===== src/rtl/mem_access_unit_if.sv =====
// Shared constants for the memory access unit, plus the pipeline/RAM bus
// interface the unit is connected through.
package mem_access_unit_pkg;
  localparam int EXCEPTION_LEN = 4;
  localparam logic [EXCEPTION_LEN-1:0] EXCEP_OK               = 4'd0;
  localparam logic [EXCEPTION_LEN-1:0] EXCEP_LOAD_MISALIGNED  = 4'd4;
  localparam logic [EXCEPTION_LEN-1:0] EXCEP_INVALID_MEM_READ = 4'd5;
  localparam logic [EXCEPTION_LEN-1:0] EXCEP_STORE_MISALIGNED = 4'd6;
  localparam logic [EXCEPTION_LEN-1:0] EXCEP_INVALID_MEM_WRITE = 4'd7;
  localparam logic [1:0] MEM_WIDTH_BYTE = 2'd0;
  localparam logic [1:0] MEM_WIDTH_HALF = 2'd1;
  localparam logic [1:0] MEM_WIDTH_WORD = 2'd2;
endpackage

interface mem_access_unit_if;
  import mem_access_unit_pkg::*;
  logic                     reqValid_In;
  logic                     reqReady_Out;
  logic                     isLoad_In;
  logic [2:0]               funct3_In;
  logic [31:0]              addr_In;
  logic [31:0]              storeData_In;
  logic                     flush_In;
  logic [31:0]              ramAddr_Out;
  logic [31:0]              ramData_Out;
  logic [1:0]               ramWidth_Out;
  logic                     ramIsRead_Out;
  logic                     ramValid_Out;
  logic [31:0]              ramData_In;
  logic                     ramOK_In;
  logic [EXCEPTION_LEN-1:0] ramException_In;
  logic                     respValid_Out;
  logic [31:0]              loadData_Out;
  logic [EXCEPTION_LEN-1:0] exception_Out;

  // Unit side
  modport slave (
    input  reqValid_In, isLoad_In, funct3_In, addr_In, storeData_In, flush_In,
           ramData_In, ramOK_In, ramException_In,
    output reqReady_Out, ramAddr_Out, ramData_Out, ramWidth_Out, ramIsRead_Out,
           ramValid_Out, respValid_Out, loadData_Out, exception_Out
  );

  // Pipeline/RAM side
  modport master (
    output reqValid_In, isLoad_In, funct3_In, addr_In, storeData_In, flush_In,
           ramData_In, ramOK_In, ramException_In,
    input  reqReady_Out, ramAddr_Out, ramData_Out, ramWidth_Out, ramIsRead_Out,
           ramValid_Out, respValid_Out, loadData_Out, exception_Out
  );
endinterface


===== src/rtl/mem_access_unit.sv =====
// Memory access unit: one outstanding RV32I load/store, legality and
// alignment checks, single-cycle RAM strobe, timeout, flush-drop response.
module mem_access_unit
  import mem_access_unit_pkg::*;
#(
  parameter int TIMEOUT_CYCLES = 16
) (
  input logic              clk,
  input logic              rst,
  mem_access_unit_if.slave bus
);
  localparam int CNT_W = $clog2(TIMEOUT_CYCLES + 1);

  typedef enum logic [1:0] {IDLE, ISSUE, WAIT, RESP} state_t;

  state_t                   r_state, w_nxt;
  logic                     r_isLoad;
  logic [2:0]               r_funct3;
  logic [31:0]              r_addr, r_storeData;
  logic [EXCEPTION_LEN-1:0] r_exc;
  logic [CNT_W-1:0]         r_cnt;
  logic                     r_drop;
  logic [31:0]              r_loadData;
  logic [EXCEPTION_LEN-1:0] r_excOut;

  logic                     w_accept, w_legal, w_misal, w_timeout;
  logic [EXCEPTION_LEN-1:0] w_reqExc, w_timeoutExc, w_finalExc;
  logic [31:0]              w_extData;

  assign w_accept  = bus.reqValid_In && (r_state == IDLE);
  assign w_timeout = (r_cnt == CNT_W'(TIMEOUT_CYCLES - 1));
  assign w_timeoutExc = r_isLoad ? EXCEP_INVALID_MEM_READ : EXCEP_INVALID_MEM_WRITE;

  // Classify the incoming request: illegal encoding beats misalignment
  always_comb begin
    w_legal = 1'b0;
    if (bus.isLoad_In)
      w_legal = (bus.funct3_In inside {3'b000, 3'b001, 3'b010, 3'b100, 3'b101});
    else
      w_legal = (bus.funct3_In inside {3'b000, 3'b001, 3'b010});
    w_misal = ((bus.funct3_In[1:0] == 2'b01) && bus.addr_In[0]) ||
              ((bus.funct3_In[1:0] == 2'b10) && (bus.addr_In[1:0] != 2'b00));
    w_reqExc = EXCEP_OK;
    if (!w_legal)
      w_reqExc = bus.isLoad_In ? EXCEP_INVALID_MEM_READ : EXCEP_INVALID_MEM_WRITE;
    else if (w_misal)
      w_reqExc = bus.isLoad_In ? EXCEP_LOAD_MISALIGNED : EXCEP_STORE_MISALIGNED;
  end

  // Exception and load result as they will appear in the coming RESP;
  // RAM data is extended straight off the bus in the completing WAIT cycle
  always_comb begin
    w_finalExc = r_exc;
    if (r_state == IDLE)
      w_finalExc = w_reqExc;
    else if (r_state == WAIT && !bus.ramOK_In && r_exc == EXCEP_OK)
      w_finalExc = w_timeoutExc;
    case (r_funct3)
      3'b000:  w_extData = {{24{bus.ramData_In[7]}}, bus.ramData_In[7:0]};
      3'b001:  w_extData = {{16{bus.ramData_In[15]}}, bus.ramData_In[15:0]};
      3'b010:  w_extData = bus.ramData_In;
      3'b100:  w_extData = {24'd0, bus.ramData_In[7:0]};
      3'b101:  w_extData = {16'd0, bus.ramData_In[15:0]};
      default: w_extData = 32'd0;
    endcase
  end

  // State register
  always_ff @(posedge clk or posedge rst) begin
    if (rst) r_state <= IDLE;
    else     r_state <= w_nxt;
  end

  // Next-state logic
  always_comb begin
    w_nxt = r_state;
    case (r_state)
      IDLE:  if (w_accept) w_nxt = (w_reqExc != EXCEP_OK) ? RESP : ISSUE;
      ISSUE: w_nxt = WAIT;
      WAIT:  if (bus.ramOK_In || w_timeout) w_nxt = RESP;
      RESP:  w_nxt = IDLE;
      default: w_nxt = IDLE;
    endcase
  end

  // Outputs decoded from state; RAM fields only driven while issuing
  always_comb begin
    bus.reqReady_Out  = (r_state == IDLE);
    bus.ramValid_Out  = (r_state == ISSUE);
    bus.ramAddr_Out   = 32'd0;
    bus.ramData_Out   = 32'd0;
    bus.ramWidth_Out  = MEM_WIDTH_BYTE;
    bus.ramIsRead_Out = 1'b0;
    if (r_state == ISSUE) begin
      bus.ramAddr_Out   = r_addr;
      bus.ramIsRead_Out = r_isLoad;
      case (r_funct3[1:0])
        2'b00: begin
          bus.ramWidth_Out = MEM_WIDTH_BYTE;
          bus.ramData_Out  = {24'd0, r_storeData[7:0]};
        end
        2'b01: begin
          bus.ramWidth_Out = MEM_WIDTH_HALF;
          bus.ramData_Out  = {16'd0, r_storeData[15:0]};
        end
        default: begin
          bus.ramWidth_Out = MEM_WIDTH_WORD;
          bus.ramData_Out  = r_storeData;
        end
      endcase
    end
    // A flush arriving in RESP itself still kills the pulse
    bus.respValid_Out = (r_state == RESP) && !r_drop && !bus.flush_In;
    bus.loadData_Out  = r_loadData;
    bus.exception_Out = r_excOut;
  end

  // Request capture, exception tracking, WAIT counter and flush drop flag
  always_ff @(posedge clk or posedge rst) begin
    if (rst) begin
      r_isLoad    <= 1'b0;
      r_funct3    <= 3'd0;
      r_addr      <= 32'd0;
      r_storeData <= 32'd0;
      r_exc       <= EXCEP_OK;
      r_cnt       <= '0;
      r_drop      <= 1'b0;
    end else begin
      if (w_accept) begin
        r_isLoad    <= bus.isLoad_In;
        r_funct3    <= bus.funct3_In;
        r_addr      <= bus.addr_In;
        r_storeData <= bus.storeData_In;
        r_exc       <= w_reqExc;
      end
      if (r_state == ISSUE) begin
        r_exc <= bus.ramException_In;
        r_cnt <= '0;
      end
      if (r_state == WAIT) r_cnt <= r_cnt + 1'b1;
      if (r_state != IDLE && w_nxt == IDLE) r_drop <= 1'b0;
      else if (r_state != IDLE && bus.flush_In) r_drop <= 1'b1;
    end
  end

  // Response registers load on entry to RESP and hold until the next one
  always_ff @(posedge clk or posedge rst) begin
    if (rst) begin
      r_loadData <= 32'd0;
      r_excOut   <= EXCEP_OK;
    end else if (r_state != RESP && w_nxt == RESP) begin
      r_excOut   <= w_finalExc;
      r_loadData <= (r_isLoad && r_state == WAIT && w_finalExc == EXCEP_OK) ? w_extData : 32'd0;
    end
  end
endmodule


===== src/flat_wrapper.sv =====
// flat-port wrapper written by rule: the top's interface ports become plain ports
module mem_access_unit_flat import mem_access_unit_pkg::*;
#(
  parameter int TIMEOUT_CYCLES = 16
)
  (clk, rst, bus_reqValid_In, bus_isLoad_In, bus_funct3_In, bus_addr_In, bus_storeData_In, bus_flush_In, bus_ramData_In, bus_ramOK_In, bus_ramException_In, bus_reqReady_Out, bus_ramAddr_Out, bus_ramData_Out, bus_ramWidth_Out, bus_ramIsRead_Out, bus_ramValid_Out, bus_respValid_Out, bus_loadData_Out, bus_exception_Out);
  mem_access_unit_if bus_i ();
  input logic clk;
  input logic rst;
  input wire logic [$bits(bus_i.reqValid_In)-1:0] bus_reqValid_In;
  input wire logic [$bits(bus_i.isLoad_In)-1:0] bus_isLoad_In;
  input wire logic [$bits(bus_i.funct3_In)-1:0] bus_funct3_In;
  input wire logic [$bits(bus_i.addr_In)-1:0] bus_addr_In;
  input wire logic [$bits(bus_i.storeData_In)-1:0] bus_storeData_In;
  input wire logic [$bits(bus_i.flush_In)-1:0] bus_flush_In;
  input wire logic [$bits(bus_i.ramData_In)-1:0] bus_ramData_In;
  input wire logic [$bits(bus_i.ramOK_In)-1:0] bus_ramOK_In;
  input wire logic [$bits(bus_i.ramException_In)-1:0] bus_ramException_In;
  output wire logic [$bits(bus_i.reqReady_Out)-1:0] bus_reqReady_Out;
  output wire logic [$bits(bus_i.ramAddr_Out)-1:0] bus_ramAddr_Out;
  output wire logic [$bits(bus_i.ramData_Out)-1:0] bus_ramData_Out;
  output wire logic [$bits(bus_i.ramWidth_Out)-1:0] bus_ramWidth_Out;
  output wire logic [$bits(bus_i.ramIsRead_Out)-1:0] bus_ramIsRead_Out;
  output wire logic [$bits(bus_i.ramValid_Out)-1:0] bus_ramValid_Out;
  output wire logic [$bits(bus_i.respValid_Out)-1:0] bus_respValid_Out;
  output wire logic [$bits(bus_i.loadData_Out)-1:0] bus_loadData_Out;
  output wire logic [$bits(bus_i.exception_Out)-1:0] bus_exception_Out;
  assign bus_i.reqValid_In = bus_reqValid_In;
  assign bus_i.isLoad_In = bus_isLoad_In;
  assign bus_i.funct3_In = bus_funct3_In;
  assign bus_i.addr_In = bus_addr_In;
  assign bus_i.storeData_In = bus_storeData_In;
  assign bus_i.flush_In = bus_flush_In;
  assign bus_i.ramData_In = bus_ramData_In;
  assign bus_i.ramOK_In = bus_ramOK_In;
  assign bus_i.ramException_In = bus_ramException_In;
  assign bus_reqReady_Out = bus_i.reqReady_Out;
  assign bus_ramAddr_Out = bus_i.ramAddr_Out;
  assign bus_ramData_Out = bus_i.ramData_Out;
  assign bus_ramWidth_Out = bus_i.ramWidth_Out;
  assign bus_ramIsRead_Out = bus_i.ramIsRead_Out;
  assign bus_ramValid_Out = bus_i.ramValid_Out;
  assign bus_respValid_Out = bus_i.respValid_Out;
  assign bus_loadData_Out = bus_i.loadData_Out;
  assign bus_exception_Out = bus_i.exception_Out;
  mem_access_unit #(.TIMEOUT_CYCLES(TIMEOUT_CYCLES)) u_core (.clk(clk), .rst(rst), .bus(bus_i));
endmodule

===== config.mk =====
export PLATFORM = sky130hd
export DESIGN_NAME = mem_access_unit_flat
export DESIGN_NICKNAME = d
export VERILOG_FILES = /design/src/rtl/mem_access_unit_if.sv /design/src/rtl/mem_access_unit.sv /design/src/flat_wrapper.sv
export SDC_FILE = /design/constraint.sdc
export NUM_CORES = 1
export LEC_CHECK = 0
export ABC_AREA = 0
export CORE_MARGIN = 3
export CORE_UTILIZATION = 48
export CTS_CLUSTER_SIZE = 25
export DETAILED_ROUTE_END_ITERATION = 7
export GPL_TIMING_DRIVEN = 0
export MAX_ROUTING_LAYER = met4
export PLACE_DENSITY_LB_ADDON = 0.12
export SYNTH_ARGS = -nofsm -noshare
export SYNTH_HDL_FRONTEND = slang
export SYNTH_SLANG_ARGS = --single-unit

===== constraint.sdc =====
create_clock -name clk -period 10.15 [get_ports clk]
set_input_delay 2.5375 -clock clk [delete_from_list [all_inputs] [get_ports clk]]
set_output_delay 2.5375 -clock clk [all_outputs]
set_load 0.1 [all_outputs]

==> results of run 1 <==
==> state kept, by name, indices dropped and copies added, names as in the netlist <==
| register | count |
|---|---|
| u_core.r_addr | 32 |
| u_core.r_isLoad | 1 |
| u_core.r_exc | 4 |
| u_core.r_funct3 | 3 |
| u_core.r_storeData | 32 |
| u_core.bus.exception_Out | 4 |
| u_core.r_cnt | 5 |
| u_core.r_state | 2 |
| u_core.bus.loadData_Out | 32 |
| u_core.r_drop | 1 |
==> cell usage in the layout, fill, tap and decap left out, drive strengths merged, types with 26 or more instances in the layout <==
| master | synthesis | final |
|---|---|---|
| clkdlybuf4s50 | 0 | 214 |
| dfrtp | 116 | 116 |
| and2 | 44 | 44 |
| o31ai | 34 | 34 |
| mux2 | 68 | 68 |
| a21oi | 27 | 27 |
| and3 | 26 | 26 |
| clkbuf | 21 | 43 |
| nand2 | 50 | 50 |
==> cell families after synthesis <==
group | share of synthesized area, %
AO/OA/AOI/OAI | 13.3
adder cells (fa/ha/maj) | 1.59
buffers and inverters | 4.40
AND/OR/NAND/NOR | 13.9
multiplexers | 14.2
flip-flops | 52.6
==> worst min-delay path by stage <==
stage / start / cells past startpoint / slack (ps) / end
global placement: u_core.bus.loadData_Out[1] / 2 / 460 / u_core.bus.loadData_Out[1]
global route: u_core.bus.loadData_Out[28] / 2 / 500 / u_core.bus.loadData_Out[28]
floorplan: u_core.r_cnt[3] / 1 / 440 / u_core.r_cnt[3]
CTS: u_core.bus.loadData_Out[18] / 2 / 480 / u_core.bus.loadData_Out[18]
detailed placement: u_core.bus.loadData_Out[3] / 2 / 470 / u_core.bus.loadData_Out[3]
finish: u_core.bus.loadData_Out[18] / 2 / 480 / u_core.bus.loadData_Out[18]
==> through the flow <==
stage	hold WS, ps	cell area (sq um)	std cells
2_1_floorplan	444	5520	473
3_3_place_gp	465	7830	827
3_5_place_dp	472	7870	828
4_1_cts	482	8490	860
5_1_grt	502	8490	860
6_report	480	8490	860
==> area by class of cell <==
class	instances	share of cell area [%]
Clock buffer	22	5.58
Timing Repair Buffer	215	25.5
Inverter	16	0.766
Clock inverter	10	1.80
Sequential cell	116	34.2
Tap cell	140	2.06
Buffer	36	2.15
Multi-Input combinational cell	305	27.9
==> metal layers <==
layer  vias up  global-route usage (%)
li1       2118                       -
met1      2205                    28.6
met2       182                    41.3
met3        25                    9.09
met4         0                    9.54
met5         -                       -
==> power by group through the flow <==
stage | registers (uW) | clock network, uW | logic (uW)
6_report | 731 | 636 | 1600
5_1_grt | 754 | 664 | 1680
4_1_cts | 730 | 644 | 1610
3_5_place_dp | 736 | 0 | 1600
3_3_place_gp | 724 | 0 | 1570
2_1_floorplan | 831 | 0 | 1110
==> worst register-to-register path, delay by kind of cell, from the launching register on <==
kind / cells / cell delay, ps
adders and majority gates: 1 / 230
buffers and inverters: 4 / 1110
DFF: 1 / 430
muxes: 1 / 370
and+or+nand+nor: 1 / 140
==> impl_results.md, run 1 <==
* Cell taking the most area after synthesis: dfrtp_1
* Multi-input logic area at 2370 sq um
* H-tree Lvls at 4
* CP Class: primary input to output pin
* Power Internal at 1540 uW
* Yosys cell types at 42
* Latest clock arrival within the worst-skew pair at 410 ps
* GR Overflow Total at 0
* Relative slew slack at 17.4%
* WP buf/inv at 2
* Top-count cell post-synth: dfrtp_1
* Min cycle time layout at 6840 ps
* Critical path capture point: bus_respValid_Out
* FF+latch area at between 2000 and 3000 sq um
* First-pass GRT wire length at 24600 microns
* GRT Total Usage at between 20 and 30%
* R2r setup slk at 7740 ps
* Cell breakdown of the critical path: clkdlybuf4s50_1 > nor3b_1 > clkdlybuf4s50_1
* Post-synth ARST share at 100%
* CTS tree: built
* Post-Route M1 WL at 5920 microns
* Share of the synthesized area in the top cell type at 52.6%
* Syn nets at 589
* Antenna Cells at 0
* Worst path depth at 3
* Initial detailed-routing violation count at between 200 and 300
* Critical path capture point type: output pin
* Combinational share of power at 53.9%
* Met3 WL at 1370 microns
* Total wire length at 15500 microns
* R2r endpoint: u_core.r_funct3[1]
* WP data required at 7610 ps
* Dpl hpwl at 11500 microns
* Largest net degree at the start of global routing at 90
* Max-cap viol count at 0
* Reg power frac at between 20% and 30%
* Post-synth top cells: dfrtp_1, mux2_2, nand2_1
* Clk sinks at 116
* Final GP Congestion at 0.822
* Max Freq at 146 MHz
* Clock share of power at 21.4%
* CP dominant cell by count: clkdlybuf4s50_1
* Slew Viols, Final at 0
* Post-CTS Setup Inserts at 0
* Number of synthesized flops with an enable pin at 0
* Critical path's top delay family: buffers and inverters
* CTS Buffer Depth at 2
* Fill count at 767
* Initial Util at 50.0%
* CP arrival at about 4300 ps
* LEAKAGE at 0.00362 uW
* DRT antenna net count at 0
* Final period utilization at a little under 70%
* Number of synthesis warnings at 0
* Nets@finish at between 800 and 900
* Skew final at 10.5 ps
* Worst-path clk slew at 50 ps
* Worst hold-check path type: register to register
* Die width at 113 microns
* Die Height at 113 microns
* Max stage delay on crit path at 1160 ps
* Total Power at 2970 uW
* Post-Synthesis Cell Area at 5520 sq um
* Standard-cell row count at 38
* DR pass1 iterations at 4
* Die area at 12800 sq um
* Mean Syn Cell Area at 11.7 sq um
* CP max FO at 2
* Critical R2R Launch: u_core.r_state[0]
* Syn Inst Count at between 400 and 500
* Fraction of power spent switching nets at between 40% and 50%
* Root Buffer: clkbuf_16
* Sw power at 1420 uW
* VDD IR max at 0.000294 V
* Most used DFF post-synth: dfrtp_1
* Fin. Hold Viols at 0
* Pre-CTS WS at 3300 ps
* Vias at 4530
* Register area share after synthesis at a little over half
* Hold buffers post-CTS at 0
* CP Launch Point: bus_flush_In
* Pwr Density at around 350 nW/um^2
* Vias per cell at about 5.3
* Total CTS buffers at 17
* DRC at 0
* Worst Setup Slack, final at 3310 ps
* Slowest cell on the critical path: clkdlybuf4s50_1
* Fin util at 77.0%
* Status: completed
* Reg2reg path depth at 7
* Layout cells sized above 1 at a little over a fifth
* Area contributors post-synth: dfrtp_1, mux2_2, o31ai_2, and2_1, nand2_1
* I/O Buffers at 214
* Met2 routed WL at 7870 microns
* Area grow syn2layout at 54.0%
* Setup TNS at 0 ps
* Crit start category: primary input
* Flops & latches, synth at 116
* Number of global-route vias before repair at roughly 4800
* # resized after CTS at 0
* Tightest Pin Transition at 1230 ps
* Initial antenna violation count at 0
* IO Count at 215
* Wire per inst at 18.0 microns
* RSZ-0062 raised after global routing: no
* CORE AREA at about 11000 sq um
* DR top layer: met4
* Setup violations, final at 0
Note: power is estimated with default switching activity, not from simulation.
==> run 2, diff against run 1 <==
--- a/config.mk
+++ b/config.mk
@@ -7,7 +7,7 @@
 export LEC_CHECK = 0
 export ABC_AREA = 0
 export CORE_MARGIN = 3
-export CORE_UTILIZATION = 48
+export CORE_UTILIZATION = 40
 export CTS_CLUSTER_SIZE = 25
 export DETAILED_ROUTE_END_ITERATION = 7
 export GPL_TIMING_DRIVEN = 0
==> constraint.sdc (replaced) <==
create_clock -name clk -period 6.28 [get_ports clk]
set_input_delay 1.57 -clock clk [delete_from_list [all_inputs] [get_ports clk]]
set_output_delay 1.57 -clock clk [all_outputs]
set_load 0.1 [all_outputs]
==> run 2 against run 1 <==
  * Wire length fell by 1.6%
  * Register-to-register slack got worse by 3900 ps
  * Via count fell by 1.3%
  * First-iteration DRC count fell by 37%
  * Worst hold slack got worse by 2.7 ps
  * Final area fell by 0.90%
  * Combinational power rose by 61%
  * Flip-flop and latch count did not move
  * Die area rose by 19%
  * Cell count rose by 4.1%
  * Critical path type unchanged
  * Largest cell class unchanged
  * Largest power group unchanged
==> impl_results.md, run 2 (same netlist as run 1, synthesis figures left out) <==
* LEAKAGE at 0.00356 uW (-1.5%)
* Vias at 4472 (-1.3%)
* WHS Endpoint: u_core.r_cnt[3]
* I/O Buffers at 214 (unchanged)
* Clk sinks at 116 (unchanged)
* Slew Viols, Final at 0 (unchanged)
* CP arrival at 3360 ps (-940 ps)
* Final GP Congestion at 0.828 (+0.78%)
* Final period utilization at about 78%
* H-tree Lvls at 4 (unchanged)
* Die area at 15200 sq um (+19%)
* Vias per cell at 5.00 (-5.1%)
* Standard-cell row count at 42 (+11%)
* CP max FO at 2 (unchanged)
* CORE AREA at 13300 sq um (+21%)
* Relative slew slack at 20.2% (+2.9 points)
* Initial detailed-routing violation count at 181 (-37%)
* Worst-path clk slew at 50 ps (about the same)
* Post-CTS Setup Inserts at 0 (unchanged)
* Fin. Hold Viols at 0 (unchanged)
* Wire per inst at 17.0 microns (-5.4%)
* Most common cell after layout, fill and taps aside: clkdlybuf4s50_1
* Max-cap viol count at 0 (unchanged)
* Total wire length at 15300 microns (-1.6%)
* Min cycle time layout at around 4900 ps
* Fin cells at 895 (+4.1%)
* Initial Util at 41.3% (-8.7 points)
* VDD IR max at 0.000410 V (+40%)
* Skew final at 7.28 ps (-3.27 ps)
* Critical R2R Launch: u_core.r_state[0]
* Total CTS buffers at 17 (unchanged)
* DRC at 0 (unchanged)
* Crit start category: primary input
* Initial antenna violation count at 0 (unchanged)
* Reg2reg path depth at 7 (unchanged)
* CTS tree: built
* Dpl hpwl at 11500 microns (+0.16%)
* Die Height at 123 microns (+9.0%)
* DRT antenna net count at 0 (unchanged)
* Number of global-route vias before repair at 4731 (-2.2%)
* Max Freq at 203 MHz
* Nets@finish at 823 (unchanged)
* Setup violations, final at 0 (unchanged)
* Die width at 123 microns (+9.0%)
* Layout cells sized above 1 at 20.4% (-0.67 points)
* WP data required at 4710 ps (-2900 ps)
* CP Class: primary input to output pin
* GR Overflow Total at 0 (unchanged)
* CTS Buffer Depth at 2 (unchanged)
* Hold_sp: u_core.r_cnt[3]
* Antenna Cells at 0 (unchanged)
* Worst hold-check path type: register to register
* Area grow syn2layout at 52.6%
* RSZ-0062 raised after global routing: no
* First-pass GRT wire length at 24300 microns (-1.1%)
* R2r endpoint: u_core.r_isLoad
* Design area at 8420 sq um (-0.90%)
* Largest net degree at the start of global routing at 86 (-4.4%)
* Placed insts at 864 (+4.3%)
* Pwr Density at 545 nW/um^2 (+56%)
* # resized after CTS at 0 (unchanged)
* GRT Total Usage at 21.5% (-3.8 points)
* Hold buffers post-CTS at 0 (unchanged)
* Placed cell areas at 7910 sq um (+0.57%)
* Critical path capture point type: output pin
* Hold depth at 1 (-1)
* IO Count at 215 (unchanged)
* DR pass1 iterations at 6 (+2)
* Status: completed
* Tightest Pin Transition at 1190 ps (-42.4 ps)
* R2r setup slk at 3880 ps (-3860 ps)
* Fill count at 1142 (+49%)
* Latest clock arrival within the worst-skew pair at 410 ps (about the same)
* Most frequent cells in the layout: clkdlybuf4s50_1, dfrtp_1, mux2_2
* Root Buffer: clkbuf_16
## run 2: layout make-up
cell class	instances	area, sq um	share of cell area [%]
Multi-Input combinational cell	305	2370	28.2
Clock buffer	25	475	5.65
Timing Repair Buffer	215	2170	25.8
Clock inverter	6	30.0	0.357
Tap cell	176	220	2.62
Buffer	36	183	2.17
Inverter	16	65.1	0.773
Sequential cell	116	2900	34.5
## run 2: where the power goes
group	internal (uW)	switching (uW)	leakage, uW	total [uW]
Sequential	1030	149	0.00145	1180
Clock	517	317	0.000254	833
Combinational	772	1800	0.00186	2580
## run 2: critical path: stages
cell	delay, ps
clkdlybuf4s50_1	430
nor3b_1	190
clkdlybuf4s50_1	1160
## run 2: how the worst max path moves through the flow
stage,end,cells after the start,start
3_3_place_gp,u_core.r_addr[27],2,rst
6_report,bus_respValid_Out,3,bus_flush_In
3_5_place_dp,bus_respValid_Out,3,bus_flush_In
4_1_cts,bus_ramAddr_Out[25],6,u_core.r_state[1]
2_1_floorplan,bus_respValid_Out,1,bus_flush_In
5_1_grt,bus_ramWidth_Out[1],6,u_core.r_state[1]
## run 2: routing by layer
layer / up-vias / share of wire, % / GRT usage, %
li1: 2113 / - / -
met2: 177 / 49 / 34.7
met5: - / 0 / -
met1: 2161 / 40 / 24.7
met3: 21 / 9.2 / 8.19
met4: 0 / 1.5 / 7.54
## run 2: through the flow
stage	utilization (%)	hold WS, ps	TNS [ps]	power (uW)	setup slack (ps)
floorplan	-	444	0	3140	952
global route	63.1	504	0	4850	1150
CTS	63.1	482	0	4640	1290
detailed placement	59.3	470	0	3790	1340
global placement	59.0	463	-9600	3730	-93.2
finish	63.1	477	0	4590	1350
